--- config.mk ---
export PLATFORM = sky130hd
export DESIGN_NAME = muxn_stage
export DESIGN_NICKNAME = d
export VERILOG_FILES = /design/src/rtl/muxn_stage.sv
export SDC_FILE = /design/constraint.sdc
export NUM_CORES = 1
export LEC_CHECK = 0
export ABC_AREA = 1
export CAP_MARGIN = 20
export CORE_MARGIN = 1
export CORE_UTILIZATION = 40
export DETAILED_ROUTE_END_ITERATION = 10
export PLACE_DENSITY = 0.92
export SYNTH_ARGS = -nofsm -noshare
export SYNTH_HDL_FRONTEND = slang
export SYNTH_SLANG_ARGS = --single-unit
--- constraint.sdc ---
create_clock -name clk -period 1.5 [get_ports clk]
set_input_delay 0.225 -clock clk [delete_from_list [all_inputs] [get_ports clk]]
set_output_delay 0.225 -clock clk [all_outputs]
set_load 0.02 [all_outputs]
--- src/rtl/muxn_stage.sv ---
// N-way channel selector feeding a 2-entry skid buffer; in_ready comes straight
// from registered state so upstream never sees a combinational path from out_ready.
module muxn_stage #(
  parameter int WIDTH = 32,
  parameter int N     = 8,
  localparam int SELW = $clog2(N)
) (
  input  logic               clk,
  input  logic               reset,
  input  logic               in_valid,
  output logic               in_ready,
  input  logic [N*WIDTH-1:0] d,
  input  logic [SELW-1:0]    s,
  output logic               out_valid,
  input  logic               out_ready,
  output logic [WIDTH-1:0]   out,
  output logic [SELW-1:0]    out_sel,
  output logic               out_oor,
  output logic [7:0]         oor_count
);

  typedef enum logic [1:0] {
    ST_EMPTY = 2'd0,
    ST_ONE   = 2'd1,
    ST_FULL  = 2'd2
  } state_e;

  typedef struct packed {
    logic [WIDTH-1:0] data;
    logic [SELW-1:0]  sel;
    logic             oor;
  } beat_t;

  localparam logic [SELW:0] N_EXT = (SELW+1)'(N);

  state_e           state_q, state_d;
  beat_t            main_q, main_d;
  beat_t            skid_q, skid_d;
  logic [7:0]       cnt_q, cnt_d;
  beat_t            beat_s;
  logic [WIDTH-1:0] hit_data_s;
  logic             oor_s;
  logic             accept_s;

  assign in_ready  = !reset && (state_q != ST_FULL);
  assign out_valid = (state_q != ST_EMPTY);
  assign out       = main_q.data;
  assign out_sel   = main_q.sel;
  assign out_oor   = main_q.oor;
  assign oor_count = cnt_q;
  assign accept_s  = in_valid && in_ready;

  // Channel select: AND-OR mux, channel 0 substituted for out-of-range selects
  always_comb begin
    hit_data_s = '0;
    for (int i = 0; i < N; i++) begin
      hit_data_s = hit_data_s | (d[i*WIDTH +: WIDTH] & {WIDTH{s == SELW'(i)}});
    end
    oor_s       = ({1'b0, s} >= N_EXT);
    beat_s.data = oor_s ? d[WIDTH-1:0] : hit_data_s;
    beat_s.sel  = s;
    beat_s.oor  = oor_s;
  end

  // Skid-buffer next state and out-of-range counter
  always_comb begin
    state_d = state_q;
    main_d  = main_q;
    skid_d  = skid_q;
    cnt_d   = cnt_q;
    case (state_q)
      ST_EMPTY: begin
        if (accept_s) begin
          main_d  = beat_s;
          state_d = ST_ONE;
        end else begin
          state_d = ST_EMPTY;
        end
      end
      ST_ONE: begin
        if (accept_s && out_ready) begin
          main_d = beat_s;
        end else if (accept_s) begin
          skid_d  = beat_s;
          state_d = ST_FULL;
        end else if (out_ready) begin
          state_d = ST_EMPTY;
        end else begin
          state_d = ST_ONE;
        end
      end
      ST_FULL: begin
        if (out_ready) begin
          main_d  = skid_q;
          state_d = ST_ONE;
        end else begin
          state_d = ST_FULL;
        end
      end
      default: begin
        state_d = ST_EMPTY;
      end
    endcase
    if (accept_s && beat_s.oor && (cnt_q != 8'hFF)) begin
      cnt_d = cnt_q + 8'd1;
    end else begin
      cnt_d = cnt_q;
    end
  end

  // State and data registers with synchronous reset
  always_ff @(posedge clk) begin
    if (reset) begin
      state_q <= ST_EMPTY;
      main_q  <= '0;
      skid_q  <= '0;
      cnt_q   <= 8'd0;
    end else begin
      state_q <= state_d;
      main_q  <= main_d;
      skid_q  <= skid_d;
      cnt_q   <= cnt_d;
    end
  end

endmodule
==> run_results.csv <==
group,metric,value,unit
sta,setup_violations,1,
setup_path,cp-end-kind,"flip-flop",
sta,hold_slack,397,ps
synthesis,syn_area,6290,um2
floorplanning,core,15300,um2
sta,hold_viol,0,
synthesis,synth_top_family_by_area,"simple AND/OR/NAND/NOR gates",
sta,max_freq,665,MHz
layout,stdcell_count,1556,
worst_hold_path,hold_depth,5,
layout,antenna_cells,0,
floorplanning,rows,45,
layout,ff_latch_area,1440,um2
cts,cts_buffers,9,
setup_path,cp-start-kind,"flip-flop",
worst_hold_path,hold_path.class,"input pin to flip-flop",
synthesis,synthMuxAreaShare,0,%
detailed_routing,routed_wl,25.4,mm
cts,cts_root_buffer,"clkbuf_16",
synthesis,synthSimpleGateAreaFrac,53.7,%
place,post-place-cells,1532,
cts,path_clk_slew,60,ps
setup_path,reg2reg_slack,-5,ps
job,maxCapViolCount,0,
layout,drive_gt1_share,11.7,%
setup_path,path_class,"flip-flop to flip-flop",
setup_path,cp.required,1720,ps
detailed_routing,vias_per_cell,5.41,
detailed_routing,drtIter0Drc,652,
synthesis,seq_area_frac_synth,22.9,%
setup_path,r2r-end,"out[5]$_SDFFE_PP0P_",
sta,rsz0062_at_grt,"yes",
place,dp_hpwl,18.3,mm
synthesis,synth_fa_ha_area_share,0,%
synthesis,synth_xor_area_share,0,%
setup_path,r2r_start,"state_q[0]$_SDFFE_PP0P_",
place,gp_congestion,0.911,
power,leakage,0.00493,uW
cts,clock_path_buffers,2,
setup_path,arrival,1720,ps
cts,cts_sinks,72,
power,ir_worst_vdd,0.000442,V
synthesis,yosysWarnings,0,
layout,n_fill_cell,1312,
sta,finalCritPeriodShare,100,%
global_routing,grtUsageTotal,29.2,%
place,numPortBuffers,299,
detailed_routing,avgRoutedWirePerCell,16.3,um
floorplanning,die-area,16200,um2
global_routing,grt.overflow.total,0,
floorplanning,die_w,127,um
floorplanning,num_io_pins,309,
synthesis,avgSynthCellArea,5.87,um2
sta,slew_violations,0,
detailed_routing,num_vias,8418,
worst_hold_path,whs_endpoint,"skid_q[1]$_SDFFE_PP0P_",
global_routing,grt_max_degree,119,
sta,setup_slack,-4.82,ps
synthesis,yosysUniqueCellTypes,23,
global_routing,antenna_found_initial,0,
sta,skew,4.26,ps
layout,num-nets-final,1604,
power,power_density,641,nW/um2
sta,min_period,1500,ps
setup_path,worst-path-max-fanout,7,
global_routing,grt_pass1_vias,7323,
cts,cts_tree,"done",
floorplanning,start_util,41.2,%
cts,htree_levels,3,
synthesis,netlist_instances,1071,
synthesis,synth-seq-cells,72,
run_status,violations,"negative setup slack",
synthesis,synth-compound-area-share,9.06,%
detailed_routing,ant_nets,0,
detailed_routing,drc,0,
worst_hold_path,hp-start,"reset",
cts,clock_latency,330,ps
layout,area_growth,61.0,%
floorplanning,fp.dieH,127,um
setup_path,rr_worst_depth,8,
layout,multiInputGateArea,4060,um2
detailed_routing,drt-pass1-iter-count,5,
global_routing,grt_first_pass_wirelength,37.4,mm
run_status,status,"finished with violations",
==> layer usage <==
metal / share of wire (%) / up-vias / GRT usage [%]
li1: - / 4138 / -
met1: 41 / 3768 / 38.9
met2: 46 / 461 / 47.3
met3: 11 / 51 / 5.99
met4: 2.4 / 0 / 8.61
met5: 0 / - / 0
==> metrics by stage <==
step / utilization, % / area [um2] / power (uW) / setup slack (ps) / TNS, ps
final: 66.3 / 10100 / 6490 / -4.82 / -4.82
after detailed placement: 62.9 / 9600 / 4330 / -170 / -5170
after CTS: 64.7 / 9870 / 6390 / -2.76 / -2.76
after global placement: 62.9 / 9600 / 4300 / -49.7 / -1660
after global routing: 66.3 / 10100 / 6790 / -78.9 / -1100
after floorplan: - / 6320 / 3140 / 84.4 / 0
==> critical path, stage by stage, from the launching register on <==
cell,delay (ps)
dfxtp_2,320
buf_4,140
nor2_4,90
nor2_2,60
nor2_4,200
nand2_4,160
clkbuf_16,210
a21oi_2,130
a21oi_2,70
==> sequential cells by signal, indices dropped and copies added, names as in the netlist <==
register	cells
out_sel	3
skid_q	35
state_q	2
out	32
==> worst max-delay path by stage <==
stage / slack, ps / endpoint / start
2_1_floorplan: 80 / skid_q[14]$_SDFFE_PP0P_ / state_q[0]$_SDFFE_PP0P_
3_5_place_dp: -170 / skid_q[26]$_SDFFE_PP0P_ / out_ready
4_1_cts: -3 / skid_q[26]$_SDFFE_PP0P_ / state_q[0]$_SDFFE_PP0P_
3_3_place_gp: -50 / skid_q[12]$_SDFFE_PP0P_ / out_ready
6_report: -5 / out[5]$_SDFFE_PP0P_ / state_q[0]$_SDFFE_PP0P_
5_1_grt: -80 / out[16]$_SDFFE_PP0P_ / state_q[0]$_SDFFE_PP0P_
==> final cells by class <==
type,count,area share (%)
Clock buffer,10,2.36
Inverter,77,2.93
Tap cell,211,2.61
Sequential cell,72,14.3
Multi-Input combinational cell,817,40.1
Clock inverter,5,0.569
Timing Repair Buffer,364,37.1
==> logic make-up (layout without fill, tap and decap cells) <==
kind of cell	after synthesis	in the layout
simple gates	729	730
buf+inv	191	456
compound gates	78	78
flops	72	72
other cells	1	9
==> cell usage after synthesis <==
master,n,share of area (%)
nor3_1,1,0.080
conb_1,1,0.060
inv_2,5,0.30
inv_1,72,4.3
o21ai_0,5,0.40
nand4_1,192,19
nand2_2,3,0.30
buf_2,63,5.0
buf_6,7,1.3
clkbuf_1,26,1.6
nor2_1,134,8.0
buf_1,6,0.36
a21boi_0,1,0.12
dfxtp_1,72,23
nor2_4,2,0.36
nand3_1,98,7.8
a21oi_1,23,1.8
nand2_1,296,18
nand3_2,2,0.32
nor2_2,1,0.10
a21oi_2,47,6.5
buf_4,12,1.4
o21ai_1,2,0.16
==> what timing repair did <==
| action | CTS | global route |
|---|---|---|
| setup endpoints to repair | 31 | 75 |
| gates cloned | 0 | 7 |
| pin swaps | 0 | 2 |
| hold buffers | 0 | 0 |
| setup buffers | 0 | 2 |
| gates resized for setup | 33 | 32 |
==> where the power goes <==
group | internal, uW | switching (uW) | leakage [uW]
logic | 1150 | 1170 | 0.00421
registers | 2000 | 46.9 | 0.000588
clock network | 1320 | 797 | 0.000137
total | 4480 | 2010 | 0.00493
==> placed cells by master, fill, tap and decap left out, drive strengths merged <==
master,Yosys,layout
dfxtp,72,72
clkbuf,26,16
conb,1,9
bufinv,0,1
a21oi,70,70
nand4,192,192
clkinv,0,1
buf,88,64
nand3,100,100
inv,77,77
clkdlybuf4s50,0,258
dlymetal6s2s,0,8
a21boi,1,1
clkinvlp,0,3
dlygate4sd2,0,28
o21ai,7,7
nor2,137,137
nor3,1,1
nand2,299,300
No activity file was read; power rests on OpenSTA's default activity.
